**src/rtl/ioctl_bram_loader.sv**
```systemverilog
// Buffers the MiSTer HPS ioctl download stream in a small FIFO and drains it into a BRAM write port.
// Optional LOADER_CHECKSUM_EN adds a running byte checksum output.
module ioctl_bram_loader #(
    parameter int unsigned AW    = 10,
    parameter int unsigned DW    = 8,
    parameter int unsigned INDEX = 0,
    parameter int unsigned DEPTH = 4
) (
    input  logic          clk_sys,
    input  logic          reset,
    input  logic          ioctl_download,
    input  logic [7:0]    ioctl_index,
    input  logic          ioctl_wr,
    input  logic [26:0]   ioctl_addr,
    input  logic [DW-1:0] ioctl_dout,
    output logic          ioctl_wait,
    input  logic          bram_busy,
    output logic [AW-1:0] bram_addr,
    output logic [DW-1:0] bram_data,
    output logic          bram_wren,
    output logic          loading,
    output logic          load_done,
    output logic [AW:0]   byte_count,
    output logic          overflow
`ifdef LOADER_CHECKSUM_EN
    ,
    output logic [DW-1:0] checksum
`endif
);

    localparam int unsigned PW = $clog2(DEPTH);
    localparam int unsigned CW = PW + 1;
    localparam int unsigned EW = AW + DW;

    localparam logic [1:0] S_IDLE  = 2'd0;
    localparam logic [1:0] S_LOAD  = 2'd1;
    localparam logic [1:0] S_FLUSH = 2'd2;
    localparam logic [1:0] S_DONE  = 2'd3;

    localparam logic [26:0]   IMG_SIZE = 27'(2 ** AW);
    localparam logic [AW:0]   BC_MAX   = (AW + 1)'(2 ** AW);
    localparam logic [CW-1:0] FULL_LVL = CW'(DEPTH);
    localparam logic [CW-1:0] WAIT_LVL = CW'(DEPTH - 1);

    logic [EW-1:0]  mem_q [DEPTH];

    logic [1:0]     state_q,   state_d;
    logic [PW-1:0]  wr_ptr_q,  wr_ptr_d;
    logic [PW-1:0]  rd_ptr_q,  rd_ptr_d;
    logic [CW-1:0]  count_q,   count_d;
    logic           wren_q,    wren_d;
    logic [AW-1:0]  addr_q,    addr_d;
    logic [DW-1:0]  data_q,    data_d;
    logic           loading_q, loading_d;
    logic           done_q,    done_d;
    logic [AW:0]    bc_q,      bc_d;
    logic           ovf_q,     ovf_d;
    logic           wait_q,    wait_d;
`ifdef LOADER_CHECKSUM_EN
    logic [DW-1:0]  csum_q,    csum_d;
`endif

    logic           push_c;
    logic           pop_c;
    logic           drop_c;
    logic [EW-1:0]  head_c;

    // State and output registers
    always_ff @(posedge clk_sys) begin
        if (reset) begin
            state_q   <= S_IDLE;
            wr_ptr_q  <= '0;
            rd_ptr_q  <= '0;
            count_q   <= '0;
            wren_q    <= 1'b0;
            addr_q    <= '0;
            data_q    <= '0;
            loading_q <= 1'b0;
            done_q    <= 1'b0;
            bc_q      <= '0;
            ovf_q     <= 1'b0;
            wait_q    <= 1'b0;
`ifdef LOADER_CHECKSUM_EN
            csum_q    <= '0;
`endif
        end else begin
            state_q   <= state_d;
            wr_ptr_q  <= wr_ptr_d;
            rd_ptr_q  <= rd_ptr_d;
            count_q   <= count_d;
            wren_q    <= wren_d;
            addr_q    <= addr_d;
            data_q    <= data_d;
            loading_q <= loading_d;
            done_q    <= done_d;
            bc_q      <= bc_d;
            ovf_q     <= ovf_d;
            wait_q    <= wait_d;
`ifdef LOADER_CHECKSUM_EN
            csum_q    <= csum_d;
`endif
        end
    end

    // FIFO storage needs no reset; validity is tracked by the pointers
    always_ff @(posedge clk_sys) begin
        if (push_c) begin
            mem_q[wr_ptr_q] <= {ioctl_addr[AW-1:0], ioctl_dout};
        end
    end

    // Next-state, FIFO control and write-port logic
    always_comb begin
        state_d   = state_q;
        wr_ptr_d  = wr_ptr_q;
        rd_ptr_d  = rd_ptr_q;
        count_d   = count_q;
        wren_d    = 1'b0;
        addr_d    = addr_q;
        data_d    = data_q;
        bc_d      = bc_q;
        ovf_d     = ovf_q;
`ifdef LOADER_CHECKSUM_EN
        csum_d    = csum_q;
`endif
        head_c    = mem_q[rd_ptr_q];

        push_c = (state_q == S_LOAD) && ioctl_wr && (ioctl_addr < IMG_SIZE)
                 && (count_q != FULL_LVL);
        drop_c = (state_q == S_LOAD) && ioctl_wr
                 && ((ioctl_addr >= IMG_SIZE) || (count_q == FULL_LVL));
        pop_c  = ((state_q == S_LOAD) || (state_q == S_FLUSH))
                 && (count_q != '0) && !bram_busy;

        case (state_q)
            S_IDLE: begin
                if (ioctl_download && (ioctl_index == 8'(INDEX))) begin
                    state_d = S_LOAD;
                    bc_d    = '0;
                    ovf_d   = 1'b0;
`ifdef LOADER_CHECKSUM_EN
                    csum_d  = '0;
`endif
                end
            end
            S_LOAD: begin
                if (!ioctl_download) begin
                    state_d = S_FLUSH;
                end
            end
            S_FLUSH: begin
                // Pushes are closed here, so an empty FIFO also means no pop this cycle
                if (count_q == '0) begin
                    state_d = S_DONE;
                end
            end
            default: begin
                state_d = S_IDLE;
            end
        endcase

        if (push_c) begin
            wr_ptr_d = wr_ptr_q + PW'(1);
        end
        if (drop_c) begin
            ovf_d = 1'b1;
        end
        if (pop_c) begin
            rd_ptr_d = rd_ptr_q + PW'(1);
            wren_d   = 1'b1;
            addr_d   = head_c[EW-1:DW];
            data_d   = head_c[DW-1:0];
            if (bc_q != BC_MAX) begin
                bc_d = bc_q + (AW + 1)'(1);
            end
`ifdef LOADER_CHECKSUM_EN
            csum_d = csum_q + head_c[DW-1:0];
`endif
        end
        count_d = count_q + CW'(push_c) - CW'(pop_c);

        loading_d = (state_d == S_LOAD) || (state_d == S_FLUSH);
        done_d    = (state_d == S_DONE);
        wait_d    = (state_d == S_LOAD) && (count_d >= WAIT_LVL);
    end

    assign ioctl_wait = wait_q;
    assign bram_wren  = wren_q;
    assign bram_addr  = addr_q;
    assign bram_data  = data_q;
    assign loading    = loading_q;
    assign load_done  = done_q;
    assign byte_count = bc_q;
    assign overflow   = ovf_q;
`ifdef LOADER_CHECKSUM_EN
    assign checksum   = csum_q;
`endif

endmodule

```
**config.mk**
```make
export PLATFORM = sky130hd
export DESIGN_NAME = ioctl_bram_loader
export DESIGN_NICKNAME = d
export VERILOG_FILES = /design/src/rtl/ioctl_bram_loader.sv
export SDC_FILE = /design/constraint.sdc
export NUM_CORES = 1
export LEC_CHECK = 0
export BUFFER_PORTS_ARGS = -buffer_cell sky130_fd_sc_hd__buf_2
export CORE_ASPECT_RATIO = 0.7
export CORE_MARGIN = 1
export CORE_UTILIZATION = 55
export CTS_CLUSTER_SIZE = 8
export DETAILED_ROUTE_END_ITERATION = 7
export PLACE_DENSITY = 0.82
export SYNTH_ARGS = -nofsm -noshare
export SYNTH_HDL_FRONTEND = slang
export SYNTH_SLANG_ARGS = --single-unit
```
**constraint.sdc**
```tcl
create_clock -name clk_sys -period 3.5 [get_ports clk_sys]
set_input_delay 0.525 -clock clk_sys [delete_from_list [all_inputs] [get_ports clk_sys]]
set_output_delay 0.525 -clock clk_sys [all_outputs]
set_load 0.01 [all_outputs]
```
; Word-level counts from Yosys, hierarchy flattened
; Memories as Yosys holds them, arrays and structs flattened. A register that Yosys moved wholly into a read port is not among the register bits.
; Cells that the tools add are included.
[word_totals]
register_bits = 25
ramBits = 72
input_bits = 48
output_inout_bits = 34
elab_cells = 60
n_memories = 1
[op_classes]
addsub = 5
magnitude_cmp = 3
eq_ne = 8
n_mux = 14
reduce_logical = 19
[memory_table]
columns = memory, depth, word_bits, read_ports, rd_ports_with_merged_regs, write_ports, line_no
row1 = mem_q, 4, 18, 1, 1, 1, 45  ; logic [EW-1:0] mem_q [DEPTH];
[ops]
columns = op, n
row1 = $mux 11, 4
row2 = $ge 27x11->1 const B, 1
row3 = $lt 27x11->1 const B, 1
row4 = $add 11x1->11 const B, 1
row5 = $ne 11x11->1 const B, 1
row6 = $logic_and 1x1->1, 8
row7 = $logic_not 8->1, 1
row8 = $eq 2x2->1 const B, 3
row9 = $mux 1, 6
row10 = $mux 2, 3
row11 = $pmux 2 s3, 1
row12 = $add 2x1->2 const B, 2
row13 = $eq 2x1->1 const B, 2
row14 = $reduce_bool 2->1, 2
row15 = $add 3x1->3, 1
row16 = $eq 3x3->1 const B, 1
row17 = $ge 3x2->1 const B, 1
row18 = $logic_not 3->1, 1
row19 = $logic_or 1x1->1, 3
row20 = $ne 3x3->1 const B, 1
row21 = $reduce_bool 3->1, 1
row22 = $sub 3x1->3, 1
row23 = $logic_not 2->1, 1
row24 = $reduce_and 2->1, 1
row25 = $logic_not 1->1, 1

; Longest topological paths before layout
[depth]
ltp_word = 8
ltp_mapped = 15
ltp_nobuf = 14

; Worst setup path before layout
; No wires, ideal clock.
[synth_timing]
path_kind = input to register
from = in ioctl_addr[10]
to = reg wait_q (netlist: ioctl_wait)
setup_ns = 0.058
t_arrival_ns = 2.821
t_required_ns = 3.442
path_slack_ns = 0.621
stages = 12
path_buffers = 0
path_cell_list = a2111o_1 -> nor4_4 -> inv_1 -> ha_1 -> inv_1 -> ha_1 -> inv_1 -> fa_1 -> xor2_1 -> and2_1 -> nor3_1 -> o21a_1
[synth_between]
elab_chain_len = 7
[synth_lines]
columns = item, line_no
row1 = from (decl), 14  ; input logic [26:0] ioctl_addr,
row2 = $lt 27x11->1, 128  ; push_c = (state_q == S_LOAD) && ioctl_wr && (ioctl_addr < IMG_SIZE)
row3 = $logic_and 1x1->1, 128
row4 = $logic_and 1x1->1, 129  ; && (count_q != FULL_LVL);
row5 = $add 3x1->3, 180  ; count_d = count_q + CW'(push_c) - CW'(pop_c);
row6 = $sub 3x1->3, 180
row7 = $ge 3x2->1, 184  ; wait_d = (state_d == S_LOAD) && (count_d >= WAIT_LVL);
row8 = $logic_and 1x1->1, 184
row9 = to (signal assigned), 98  ; wait_q <= wait_d;
row10 = to (decl), 58  ; logic wait_q, wait_d;
; Every way passes these cells.
; A chain may end at the register's enable or synchronous reset.

; Worst setup path in the final report
[layout_timing]
from = reg count_q[1]
to = reg wait_q (netlist: ioctl_wait)
[layout_between]
elab_chain_len = 6
word_cells_on_any_way = 13
cone_classes = add/sub (2) / order compare (1) / eq/ne (2) / mux (2) / reduce/logical (6)
[layout_lines]
columns = item, line_no
row1 = from (decl), 50  ; logic [CW-1:0] count_q, count_d;
row2 = from (signal assigned), 90  ; count_q <= count_d;
row3 = $ne 3x3->1 / $reduce_bool 3->1 (equally long branches), "129, 133"
row4 = "$logic_and 1x1->1, on equally long branches", "129, 133"
row5 = $add 3x1->3 / $logic_and 1x1->1 (equally long branches), "180, 133"
row6 = $sub 3x1->3, 180
row7 = $ge 3x2->1, 184
row8 = $logic_and 1x1->1 (*), 184
; Mark *: on every way between the ends. The rest lies on a longest branch, timed or not.

==> run_results.csv <==
group,metric,value,unit
power,vdd_drop_max,0.0004047,V
global_routing,grt_pass1_wl,15.62,mm
route,routed_via_density,5.664,
clock_tree,clk_latency,0.41,ns
yosys,synth_fp_nets,398,
floorplanning,die_h,78.96,um
clock_tree,clk_path_buf_depth,2,
yosys,synthCells,335,
route,drc,8,
sta,finalHoldViolations,0,
placed_design,place_ws,0.4379,ns
yosys,synth_edf_count,72,
sta,fin_crit,2.957,ns
route,wl,9.593,mm
power,power_switching,0.6963,mW
hold_path,hold_class,"in2reg",
yosys,ys_seq_area_share,64.96,%
floorplanning,chipWidth,111.9,um
final_layout,utilization,71.55,%
yosys,ys.flop_type,"edfxtp_1",
floorplanning,io_pins,82,
power,p_int,2.516,mW
clock_tree,postCtsHoldBufs,0,
power,swShare,21.67,%
sta,fmax,0.3381,GHz
yosys,ys_seq_elements,115,
clock_tree,root_buffer,"clkbuf_16",
yosys,yosysUniqueCellTypes,43,
sta,slew_headroom,33.54,%
sta,fin_crit_sh,84.50,%
run_status,status,"complete, but fails checks",
yosys,synth.area.mux_share,9.465,%
yosys,synthAdderAreaFrac,4.195,%
floorplanning,rows,27,
clock_tree,cts.clk_slew.worst_paths,0.06,ns
route,routedWlPerCell,17.60,um
sta,rsz0062_at_grt,"no",
placed_design,dp_hpwl,5.996,mm
critical_path,path_buf_inv,3,
critical_path,cpPeakStageDelay,0.46,ns
sta,setup_viol,0,
power,pwr-share-comb,5.3,%
final_layout,syn2layout_area_growth,23.64,%
critical_path,cp.arrival,3.30,ns
sta,fin_ws,0.5426,ns
placed_design,gp_congestion,0.8671,
critical_path,crit_fanout,6,
yosys,synth_area,0.004653,mm^2
floorplanning,core_area,0.008040,mm^2
route,dr_total_vias,3087,
critical_path,crit_path_top_delay_cell,"a2111o_1",
global_routing,grt_max_degree,34,
yosys,synth_warnings,0,
power,p_seq_share,45.4,%
yosys,synthXorXnorAreaFrac,0.5647,%
critical_path,r2r_start,"count_q[1]",
final_layout,layout-drive-gt1-share,31.53,%
sta,tightest_slew,0.9955,ns
yosys,synth_compound_area_share,6.265,%
yosys,synthSimpleGateAreaFrac,12.29,%
yosys,avgSynthCellArea,13.89,um^2
clock_tree,cts_setup_buffers,0,
hold_path,hold_start,"ioctl_dout[5]",
critical_path,rr_worst_depth,13,
hold_path,whs_path_depth,1,
critical_path,rrSetupSlack,0.54,ns
critical_path,crit_path_end_kind,"register",
route,detail_route.iter0.violations,310,
power,power_density,558.4,mW/mm^2
global_routing,grt.total_usage,23.83,%
yosys,synthArstFlopShare,0,%
global_routing,antenna_found_initial,0,
clock_tree,h-tree-depth,4,
final_layout,fin_nets,494,
critical_path,worst-endpoint-required,3.84,ns
power,p_leak,2.227,nW
global_routing,grt-ovfl-total,0,
sta,finalMaxSlewViolations,0,
global_routing,grt_pass1_vias,3114,
placed_design,port-buffer-count,81,
route,drt.antenna.violating_nets,0,
critical_path,reg2reg_to,"ioctl_wait",
clock_tree,tritoncts,"yes",
critical_path,crit_type,"reg2reg",
critical_path,crit_chain,"nor2_1 -> a2111o_1 -> nor4_4 -> inv_1 -> ha_1 -> inv_1 -> ha_1 -> inv_1 -> fa_1 -> xor2_1 -> and2_1 -> nor3_1 -> o21a_1",
run_status,failed_checks,"design-rule violations",
clock_tree,numCtsBuffers,17,
floorplanning,initial_utilization,57.87,%
yosys,synth_top_family_by_area,"simple AND/OR/NAND/NOR gates",
clock_tree,cts-resized-gates,0,
clock_tree,clock_sinks,115,
critical_path,cp_common_cell,"inv_1",
run,maxCapViolCount,0,
critical_path,cp_top_family,"adder cells",
route,firstDrtPassIters,7,
final_layout,diodes,0,
floorplanning,die-area,0.008838,mm^2
power,power_frac_clock,49.3,%
hold_path,min_delay_worst_endpoint,"mem_q[3][5]",
critical_path,critPathLaunchType,"register",
sta,final.setup_skew,0.009696,ns
sta,fin_tns_setup,0,ns
## synthesized netlist by cell type, types with 2 or more instances
cell type | instances | share of area (%)
nor2_1 | 14 | 1.1
xor2_1 | 2 | 0.38
nand4_1 | 3 | 0.40
inv_1 | 13 | 1.0
buf_2 | 6 | 0.65
nor3_1 | 3 | 0.32
nand2b_1 | 2 | 0.27
a211o_1 | 2 | 0.38
ha_1 | 14 | 3.8
nor4_1 | 6 | 0.81
nand3_1 | 5 | 0.54
a41oi_1 | 3 | 0.56
nor4bb_1 | 2 | 0.43
and2_1 | 9 | 1.2
dfxtp_1 | 43 | 18
mux4_2 | 18 | 8.7
a31oi_1 | 5 | 0.67
and4_1 | 2 | 0.38
edfxtp_1 | 72 | 46
nor4b_1 | 2 | 0.38
a211oi_1 | 2 | 0.32
nor2b_1 | 4 | 0.54
o21a_1 | 2 | 0.32
a221o_1 | 4 | 0.86
and3_1 | 6 | 0.81
nor3b_1 | 2 | 0.32
mux2i_1 | 2 | 0.43
a21oi_1 | 21 | 2.3
clkbuf_1 | 6 | 0.48
nand2_1 | 47 | 3.8
## logic make-up (layout without fill, tap and decap cells)
kind of cell | after synthesis | count (layout)
simple gates | 111 | 111
compound gates | 44 | 44
fa+ha+maj | 15 | 15
buf+inv | 26 | 135
xor+xnor | 3 | 3
mux | 21 | 21
flops | 115 | 115
## routing by layer
metal | global-route usage, % | vias up | share of wire (%)
met3 | 6.870 | 6 | 6.8
met1 | 30.13 | 1516 | 44
met4 | 8.533 | 0 | 0.47
met5 | 0 | - | 0
li1 | - | 1457 | -
met2 | 39.75 | 108 | 48
## cell type report
cell class | count | area, um^2
flip-flops and latches | 115 | 3023
well taps | 101 | 126.4
clock inverters | 12 | 110.1
multi-input cells | 194 | 1525
fillers | 562 | 2287
repair buffers | 90 | 473.0
inverters | 13 | 48.80
clock buffers | 20 | 446.7
## power by group through the flow
stage / clock network (mW) / logic [mW] / registers, mW
after floorplan: 0 / 0.0968 / 1.49
after global placement: 0 / 0.159 / 1.49
after detailed placement: 0 / 0.164 / 1.49
after CTS: 1.61 / 0.168 / 1.46
after global routing: 1.67 / 0.192 / 1.46
final: 1.58 / 0.169 / 1.46
## worst max-delay path by stage
stage                    from          to  slack (ns)  depth (start not counted)
2_1_floorplan  ioctl_addr[10]  ioctl_wait        0.62                         12
3_3_place_gp   ioctl_addr[24]  ioctl_wait        0.60                         14
3_5_place_dp   ioctl_addr[24]  ioctl_wait        0.44                         14
4_1_cts            count_q[1]  ioctl_wait        0.53                         13
5_1_grt            count_q[1]  ioctl_wait        0.29                         13
6_report           count_q[1]  ioctl_wait        0.54                         13
## sequential cells by signal (all words and copies together), names as in the netlist, 2 cells and up
register	flops
bram_addr	10
bram_data	8
byte_count	11
count_q	3
mem_q	72
rd_ptr_q	2
state_q	2
wr_ptr_q	2
## per-stage QoR
step / std cells / hold WS (ns) / instance area (um^2) / power (mW)
finish: 545 / 0.3380 / 5753 / 3.213
global route: 545 / 0.3239 / 5753 / 3.318
CTS: 545 / 0.3141 / 5753 / 3.242
detailed placement: 513 / 0.4490 / 5196 / 1.652
global placement: 513 / 0.4409 / 5196 / 1.646
floorplan: 335 / 0.4677 / 4653 / 1.586
## cells in the final DEF (no fill, tap or decap), drive strengths merged, types with 5 or more instances in the layout
cell and instances:
nor2 14, nand2 47, nor4 7, inv 14
and2 9, and3 6, nand3 5, clkbuf 20
buf 90, ha 14, a31oi 5, edfxtp 72
a21oi 21, mux4 18, dfxtp 43, clkinv 6
Note: power is estimated with default switching activity, not from simulation.
